[src/rtl/gpu_mem_arbiter.sv]
// ---------------------------------------------------------------------------
// gpu_mem_arbiter
//   Round-robin arbiter that hands a single memory port to one of NUM_REQ
//   GPU clients (shader, TMU, RT) at a time. One transfer is in flight at a
//   time. A transfer ends on mem_ready, or with an error after TIMEOUT
//   cycles without mem_ready.
//
// Ports
//   clk_2GHz, rst_n          : clock, synchronous active-low reset
//   req_valid/req_write      : per-requester pending bit and direction
//   req_addr/req_wdata       : packed per-requester address / write data
//   req_grant                : one-hot acceptance pulse
//   rsp_valid/rsp_rdata/rsp_err : one-hot completion pulse, read data, timeout flag
//   mem_addr/mem_read_req/mem_write_req/mem_wdata : memory request bus
//   mem_rdata/mem_ready      : memory completion strobe and data
//   busy                     : high while a transfer owns the memory port
// ---------------------------------------------------------------------------
module gpu_mem_arbiter #(
    parameter int NUM_REQ = 4,
    parameter int ADDR_W  = 32,
    parameter int DATA_W  = 256,
    parameter int TIMEOUT = 255
) (
    input  logic                      clk_2GHz,
    input  logic                      rst_n,
    input  logic [NUM_REQ-1:0]        req_valid,
    input  logic [NUM_REQ-1:0]        req_write,
    input  logic [NUM_REQ*ADDR_W-1:0] req_addr,
    input  logic [NUM_REQ*DATA_W-1:0] req_wdata,
    output logic [NUM_REQ-1:0]        req_grant,
    output logic [NUM_REQ-1:0]        rsp_valid,
    output logic [DATA_W-1:0]         rsp_rdata,
    output logic                      rsp_err,
    output logic [ADDR_W-1:0]         mem_addr,
    output logic                      mem_read_req,
    output logic                      mem_write_req,
    output logic [DATA_W-1:0]         mem_wdata,
    input  logic [DATA_W-1:0]         mem_rdata,
    input  logic                      mem_ready,
    output logic                      busy
);

    localparam int IDX_W = $clog2(NUM_REQ);
    localparam int CNT_W = 16;

    typedef enum logic {IDLE, BUSY} state_t;

    state_t               state_q, state_d;
    logic [IDX_W-1:0]     owner_q, owner_d;
    logic [IDX_W-1:0]     last_q, last_d;
    logic [CNT_W-1:0]     wcnt_q, wcnt_d;
    logic [NUM_REQ-1:0]   grant_q, grant_d;
    logic [NUM_REQ-1:0]   rspv_q, rspv_d;
    logic [DATA_W-1:0]    rdata_q, rdata_d;
    logic                 err_q, err_d;
    logic [ADDR_W-1:0]    addr_q, addr_d;
    logic [DATA_W-1:0]    wdata_q, wdata_d;
    logic                 rd_q, rd_d;
    logic                 wr_q, wr_d;

    logic                 pick_found;
    logic [IDX_W-1:0]     pick_idx;
    logic [ADDR_W-1:0]    sel_addr;
    logic [DATA_W-1:0]    sel_wdata;
    logic                 sel_write;

    // (base + off) mod NUM_REQ, with off in 1..NUM_REQ
    function automatic logic [IDX_W-1:0] next_idx(input logic [IDX_W-1:0] base, input int off);
        int s;
        s = int'(base) + off;
        if (s >= NUM_REQ) s = s - NUM_REQ;
        return IDX_W'(s);
    endfunction

    // Round-robin search starting just above the last owner; the last owner
    // itself is checked last, so a lone requester can still win repeatedly.
    always_comb begin
        pick_found = 1'b0;
        pick_idx   = '0;
        for (int off = 1; off <= NUM_REQ; off++) begin
            if (!pick_found && req_valid[next_idx(last_q, off)]) begin
                pick_found = 1'b1;
                pick_idx   = next_idx(last_q, off);
            end
        end
    end

    assign sel_addr  = req_addr[int'(pick_idx)*ADDR_W +: ADDR_W];
    assign sel_wdata = req_wdata[int'(pick_idx)*DATA_W +: DATA_W];
    assign sel_write = req_write[pick_idx];

    always_comb begin
        state_d = state_q;
        owner_d = owner_q;
        last_d  = last_q;
        wcnt_d  = wcnt_q;
        grant_d = '0;
        rspv_d  = '0;
        rdata_d = rdata_q;
        err_d   = 1'b0;
        addr_d  = addr_q;
        wdata_d = wdata_q;
        rd_d    = rd_q;
        wr_d    = wr_q;
        unique case (state_q)
            IDLE: begin
                // mem_ready here is a stray strobe and is deliberately ignored
                if (pick_found) begin
                    state_d = BUSY;
                    owner_d = pick_idx;
                    grant_d = NUM_REQ'(1) << pick_idx;
                    addr_d  = sel_addr;
                    wr_d    = sel_write;
                    rd_d    = ~sel_write;
                    wdata_d = sel_write ? sel_wdata : '0;
                    wcnt_d  = '0;
                end
            end
            BUSY: begin
                // mem_ready has priority over a timeout landing in the same cycle
                if (mem_ready || wcnt_q == CNT_W'(TIMEOUT - 1)) begin
                    state_d = IDLE;
                    last_d  = owner_q;
                    rspv_d  = NUM_REQ'(1) << owner_q;
                    rdata_d = (mem_ready && !wr_q) ? mem_rdata : '0;
                    err_d   = ~mem_ready;
                    rd_d    = 1'b0;
                    wr_d    = 1'b0;
                    addr_d  = '0;
                    wdata_d = '0;
                end else begin
                    wcnt_d = wcnt_q + CNT_W'(1);
                end
            end
            default: state_d = IDLE;
        endcase
    end

    always_ff @(posedge clk_2GHz) begin
        if (!rst_n) begin
            state_q <= IDLE;
            owner_q <= '0;
            last_q  <= IDX_W'(NUM_REQ - 1);
            wcnt_q  <= '0;
            grant_q <= '0;
            rspv_q  <= '0;
            rdata_q <= '0;
            err_q   <= 1'b0;
            addr_q  <= '0;
            wdata_q <= '0;
            rd_q    <= 1'b0;
            wr_q    <= 1'b0;
        end else begin
            state_q <= state_d;
            owner_q <= owner_d;
            last_q  <= last_d;
            wcnt_q  <= wcnt_d;
            grant_q <= grant_d;
            rspv_q  <= rspv_d;
            rdata_q <= rdata_d;
            err_q   <= err_d;
            addr_q  <= addr_d;
            wdata_q <= wdata_d;
            rd_q    <= rd_d;
            wr_q    <= wr_d;
        end
    end

    assign req_grant     = grant_q;
    assign rsp_valid     = rspv_q;
    assign rsp_rdata     = rdata_q;
    assign rsp_err       = err_q;
    assign mem_addr      = addr_q;
    assign mem_wdata     = wdata_q;
    assign mem_read_req  = rd_q;
    assign mem_write_req = wr_q;
    assign busy          = (state_q == BUSY);

endmodule

[config.mk]
export PLATFORM = sky130hd
export DESIGN_NAME = gpu_mem_arbiter
export DESIGN_NICKNAME = d
export VERILOG_FILES = /design/src/rtl/gpu_mem_arbiter.sv
export SDC_FILE = /design/constraint.sdc
export NUM_CORES = 2
export LEC_CHECK = 0
export ABC_AREA = 1
export ABC_CLOCK_PERIOD_IN_PS = 4200
export CORE_AREA = 8 8 766 768
export DETAILED_ROUTE_END_ITERATION = 12
export DIE_AREA = 0 0 774 776
export GPL_TIMING_DRIVEN = 0
export HOLD_SLACK_MARGIN = 0.06
export SLEW_MARGIN = 15
export SYNTH_ARGS = -nofsm -noshare
export SYNTH_HDL_FRONTEND = slang
export SYNTH_SLANG_ARGS = --single-unit
[constraint.sdc]
create_clock -name clk_2GHz -period 4.2 [get_ports clk_2GHz]
set_input_delay 0.84 -clock clk_2GHz [delete_from_list [all_inputs] [get_ports clk_2GHz]]
set_output_delay 0.84 -clock clk_2GHz [all_outputs]
set_load 0.03 [all_outputs]
==> impl_results.html <==
<table>
<tr><th>Metric</th><th>Value</th></tr>
<tr><th colspan="2">STA</th></tr>
<tr><td>Share of the clock period used by the worst path after layout</td><td>around 100%</td></tr>
<tr><td>PnR worst setup slack</td><td>roughly 0.018 ns</td></tr>
<tr><td>Minimum hold slack</td><td>~0.46 ns</td></tr>
<tr><td>Worst clock skew</td><td>0.07993 ns</td></tr>
<tr><td>Number of pins exceeding their max-slew limit in the final report</td><td>0</td></tr>
<tr><td>Hold Vio Cnt, Final</td><td>0</td></tr>
<tr><td>Setup repair after global routing missed its margin</td><td>no</td></tr>
<tr><td>Final setup violation count</td><td>0</td></tr>
<tr><td>Highest Clock Rate</td><td>roughly 240 MHz</td></tr>
<tr><td>Final critical delay including setup and external delays</td><td>~4.2 ns</td></tr>
<tr><td>Slew at the pin with the worst max-slew slack</td><td>1.388 ns</td></tr>
<tr><td>Slew headroom</td><td>7.456%</td></tr>
<tr><th colspan="2">Floorplan</th></tr>
<tr><td>DIE AREA</td><td>0.6006 mm^2</td></tr>
<tr><td>DIE HEIGHT</td><td>about 780 um</td></tr>
<tr><td>Initial cell density of the core</td><td>slightly above 6%</td></tr>
<tr><td>Standard-cell row count</td><td>279</td></tr>
<tr><td>Horizontal extent of the die</td><td>slightly below 800 um</td></tr>
<tr><td>Placeable core area</td><td>roughly 0.57 mm^2</td></tr>
<tr><td>Boundary Pins</td><td>between 1500 and 2000</td></tr>
<tr><th colspan="2">Logic synthesis</th></tr>
<tr><td>Cells after synthesis</td><td>approximately 5400</td></tr>
<tr><td>Cell accounting for the most synthesized area</td><td>sky130_fd_sc_hd__dfxtp_1</td></tr>
<tr><td>Share of synthesized registers carrying an async set or reset</td><td>0%</td></tr>
<tr><td>Ranking of synthesized cells by area</td><td>sky130_fd_sc_hd__dfxtp_1, sky130_fd_sc_hd__nand3_1, sky130_fd_sc_hd__nand2_1</td></tr>
<tr><td>Yosys top cell area share</td><td>roughly 33%</td></tr>
<tr><td>Most common cell in the synthesized netlist</td><td>sky130_fd_sc_hd__nand2_1</td></tr>
<tr><td>Post-synthesis sequential area ratio</td><td>32.93%</td></tr>
<tr><td>Count of unique library cells instantiated by Yosys</td><td>35</td></tr>
<tr><td>Net Count, Synth</td><td>6825</td></tr>
<tr><td>Most used DFF post-synth</td><td>sky130_fd_sc_hd__dfxtp_1</td></tr>
<tr><td>Number of storage elements in the synthesis netlist</td><td>around 580</td></tr>
<tr><td>Synth Area per Inst</td><td>between 6 and 7 um^2</td></tr>
<tr><td>Area of the mapped netlist</td><td>about 0.035 mm^2</td></tr>
<tr><td>Count of flip-flops with a built-in enable after synthesis</td><td>0</td></tr>
<tr><td>Count of warnings emitted by yosys</td><td>0</td></tr>
<tr><td>Leading post-synthesis cells by instance count</td><td>sky130_fd_sc_hd__nand2_1, sky130_fd_sc_hd__nand3_1, sky130_fd_sc_hd__inv_1</td></tr>
<tr><th colspan="2">Outcome</th></tr>
<tr><td>Result of the run</td><td>finished clean</td></tr>
<tr><th colspan="2">Routing</th></tr>
<tr><td>Met1 wire length</td><td>roughly 200000 um</td></tr>
<tr><td>DRT antenna net count</td><td>0</td></tr>
<tr><td>Number of design rule violations left after detail routing</td><td>0</td></tr>
<tr><td>Detailed-route via count</td><td>slightly below 50000</td></tr>
<tr><td>DR WL met2</td><td>roughly 220000 um</td></tr>
<tr><td>Via-per-instance ratio</td><td>~3.2</td></tr>
<tr><td>Detailed Route Iter0 Violations</td><td>4536</td></tr>
<tr><td>Post-detailed-route wirelength per cell</td><td>between 30 and 40 um</td></tr>
<tr><td>Met3 wire len</td><td>roughly 65000 um</td></tr>
<tr><td>Post-detailed-routing wire length</td><td>about 500000 um</td></tr>
<tr><td>Total iterations of the first detailed-routing run</td><td>6</td></tr>
<tr><td>Uppermost metal layer occupied by signal nets</td><td>met5</td></tr>
<tr><th colspan="2">Worst setup path</th></tr>
<tr><td>Crit path required time</td><td>approximately 5 ns</td></tr>
<tr><td>Crit-path max FO</td><td>11</td></tr>
<tr><td>Element type at the critical path start</td><td>flip-flop</td></tr>
<tr><td>Crit path capture type</td><td>flip-flop</td></tr>
<tr><td>Worst Path Class, Setup</td><td>flip-flop to flip-flop</td></tr>
<tr><td>WP data arrival</td><td>4.86 ns</td></tr>
<tr><th colspan="2">GRT</th></tr>
<tr><td>Sum of overflow across all layers after global routing</td><td>0</td></tr>
<tr><td>First-pass GRT wire length</td><td>598500 um</td></tr>
<tr><td>Number of antenna violations at the first check in global routing</td><td>280</td></tr>
<tr><td>Pin count of the biggest net entering global routing</td><td>20</td></tr>
<tr><td>Total global routing track utilization</td><td>around 16%</td></tr>
<tr><td>Vias in the first global route</td><td>47694</td></tr>
<tr><th colspan="2">Clock network</th></tr>
<tr><td>Quantity of hold-fixing buffers added after cts</td><td>0</td></tr>
<tr><td>Clock input transition at the sequential cells of the worst setup and hold paths</td><td>about 0.07 ns</td></tr>
<tr><td>Root cell of the clock tree</td><td>sky130_fd_sc_hd__clkbuf_16</td></tr>
<tr><td>CTS tree</td><td>done</td></tr>
<tr><td>Clk buf depth</td><td>4</td></tr>
<tr><td>Post-CTS Setup Inserts</td><td>0</td></tr>
<tr><td>Total clock sinks</td><td>about 580</td></tr>
<tr><td>Number of H-tree levels</td><td>3</td></tr>
<tr><td>Clock latency on the worst-skew pair</td><td>~0.86 ns</td></tr>
<tr><td>Number of buffers added by the clock tree synthesis step</td><td>85</td></tr>
<tr><th colspan="2">Placed design</th></tr>
<tr><td>Final Wtd Congestion</td><td>between 0.9 and 1</td></tr>
<tr><td># port buffers</td><td>approximately 2000</td></tr>
<tr><td>Cell total after placement</td><td>approximately 15000</td></tr>
<tr><td>Detail Placement HPWL</td><td>approximately 450000 um</td></tr>
<tr><td>Minimum setup slack after placement</td><td>-1.595 ns</td></tr>
<tr><th colspan="2">Pwr</th></tr>
<tr><td>Power density cells</td><td>520.4 mW/mm^2</td></tr>
<tr><td>Leakage power</td><td>27.55 nW</td></tr>
<tr><td>Peak supply drop</td><td>roughly 0.28 mV</td></tr>
<tr><th colspan="2">Final layout</th></tr>
<tr><td>Final Non-Filler Cells</td><td>between 15000 and 20000</td></tr>
<tr><td>End-of-flow core utilization</td><td>about an eighth</td></tr>
<tr><td>Net count, final</td><td>approximately 9000</td></tr>
<tr><td>Area delta synth-&gt;final</td><td>93.79%</td></tr>
<tr><td>Share of post-route cells with drive strength above 1</td><td>between 9 and 10%</td></tr>
<tr><th colspan="2">Job</th></tr>
<tr><td># Max-Cap Violations</td><td>0</td></tr>
<tr><th colspan="2">Worst hold path</th></tr>
<tr><td>Worst min-delay path category</td><td>flip-flop to flip-flop</td></tr>
</table>
-- report_power, final --
| part | internal (mW) | switching (mW) |
|---|---|---|
| sequential | 6.31 | 0.565 |
| clock | 4.31 | 3.26 |
| combinational | 5.80 | 15.1 |
-- final timing paths --
check / start / cells after the start / slack (ns) / to
setup / recovery: last_q[0]$_SDFFE_PN1P_ / 15 / 0.02 / mem_addr[3]$_SDFFE_PN0P_
hold / removal: mem_wdata[79]$_SDFFE_PN0P_ / 2 / 0.46 / mem_wdata[79]$_SDFFE_PN0P_
setup reg to reg: last_q[0]$_SDFFE_PN1P_ / 15 / 0.02 / mem_addr[3]$_SDFFE_PN0P_
hold reg to reg: mem_wdata[79]$_SDFFE_PN0P_ / 2 / 0.46 / mem_wdata[79]$_SDFFE_PN0P_
-- cells by family after synthesis --
kind of cell             count (synthesis)  synth area share [%]
AND/OR/NAND/NOR                       2709                 36.70
buffers and inverters                 1539                 18.16
adder cells (fa/ha/maj)                  2               0.07145
flip-flops                             576                 32.93
AO/OA/AOI/OAI                          572                 11.99
XOR/XNOR                                 6                0.1501
-- state kept, by name, summed over array words and instances (netlist names) --
name	count
mem_addr	32
busy	1
last_q	2
mem_wdata	256
rsp_rdata	256
req_grant	4
rsp_err	1
rsp_valid	4
mem_write_req	1
wcnt_q	16
owner_q	2
mem_read_req	1
-- critical path, cell delays in order (launching register included) --
cell and delay [ns]:
sky130_fd_sc_hd__dfxtp_1 0.45, sky130_fd_sc_hd__inv_2 0.14, sky130_fd_sc_hd__nand2_1 0.09, sky130_fd_sc_hd__nand2_1 0.09, sky130_fd_sc_hd__nand2_1 0.12, sky130_fd_sc_hd__nand2_2 0.09
sky130_fd_sc_hd__nor2_4 0.12, sky130_fd_sc_hd__nand2_1 0.07, sky130_fd_sc_hd__nor2_2 0.14, sky130_fd_sc_hd__nand2_1 0.12, sky130_fd_sc_hd__nand2_4 0.39, sky130_fd_sc_hd__buf_2 0.75
sky130_fd_sc_hd__buf_2 0.75, sky130_fd_sc_hd__nand3_1 0.32, sky130_fd_sc_hd__nand3_1 0.17, sky130_fd_sc_hd__nand2_1 0.07
-- stage by stage --
stage	TNS (ns)	power (mW)	cell area [um^2]
floorplan	0	15.81	35020
global placement	-1074.97	27.96	64260
detailed placement	-407.78	28.10	64610
CTS	0	35.94	67470
global route	0	36.89	67650
finish	0	35.31	67860
-- metal layers --
layer / GRT usage, % / vias up
met5: 0 / -
met2: 24.24 / 3053
met1: 18.82 / 23819
li1: - / 21697
met4: 4.853 / 126
met3: 8.355 / 638
-- cell type report --
type | instances | area [um^2]
repair buffers | 1987 | 20040
multi-input cells | 3289 | 17230
diodes | 132 | 330.3
plain buffers | 457 | 2397
clock buffers | 106 | 2317
flip-flops and latches | 576 | 11530
inverters | 1080 | 4054
fillers | 67073 | 507100
clock inverters | 45 | 465.4
well taps | 7587 | 9493
-- cell usage in the layout, fill, tap and decap left out, types with 4 or more instances in the layout --
cell / n
sky130_fd_sc_hd__inv_1: 1073
sky130_fd_sc_hd__inv_6: 6
sky130_fd_sc_hd__nand4_1: 4
sky130_fd_sc_hd__a21oi_2: 10
sky130_fd_sc_hd__a32o_1: 256
sky130_fd_sc_hd__o21ai_1: 9
sky130_fd_sc_hd__buf_4: 12
sky130_fd_sc_hd__a21oi_1: 275
sky130_fd_sc_hd__clkbuf_1: 142
sky130_fd_sc_hd__buf_1: 5
sky130_fd_sc_hd__clkbuf_2: 17
sky130_fd_sc_hd__nand3_1: 1211
sky130_fd_sc_hd__clkdlybuf4s50_1: 1972
sky130_fd_sc_hd__nand3_2: 182
sky130_fd_sc_hd__buf_12: 8
sky130_fd_sc_hd__clkinv_4: 4
sky130_fd_sc_hd__diode_2: 132
sky130_fd_sc_hd__o21ai_0: 17
sky130_fd_sc_hd__clkinv_2: 18
sky130_fd_sc_hd__buf_8: 5
sky130_fd_sc_hd__buf_6: 32
sky130_fd_sc_hd__bufinv_16: 6
sky130_fd_sc_hd__nand2_1: 1256
sky130_fd_sc_hd__nor3_1: 10
sky130_fd_sc_hd__clkinvlp_4: 8
sky130_fd_sc_hd__nor2_1: 26
sky130_fd_sc_hd__clkbuf_8: 9
sky130_fd_sc_hd__dfxtp_1: 576
sky130_fd_sc_hd__inv_2: 6
sky130_fd_sc_hd__nor2_2: 4
sky130_fd_sc_hd__clkbuf_4: 6
sky130_fd_sc_hd__buf_16: 4
sky130_fd_sc_hd__buf_2: 252
sky130_fd_sc_hd__clkbuf_16: 86
sky130_fd_sc_hd__nand2_2: 4
-- what timing repair did --
item,CTS,global route
endpoints found under the setup margin,176,26
pin swaps,0,0
endpoints found under the hold margin,0,0
gates resized for setup,22,18
(Power assumes the default switching activity.)
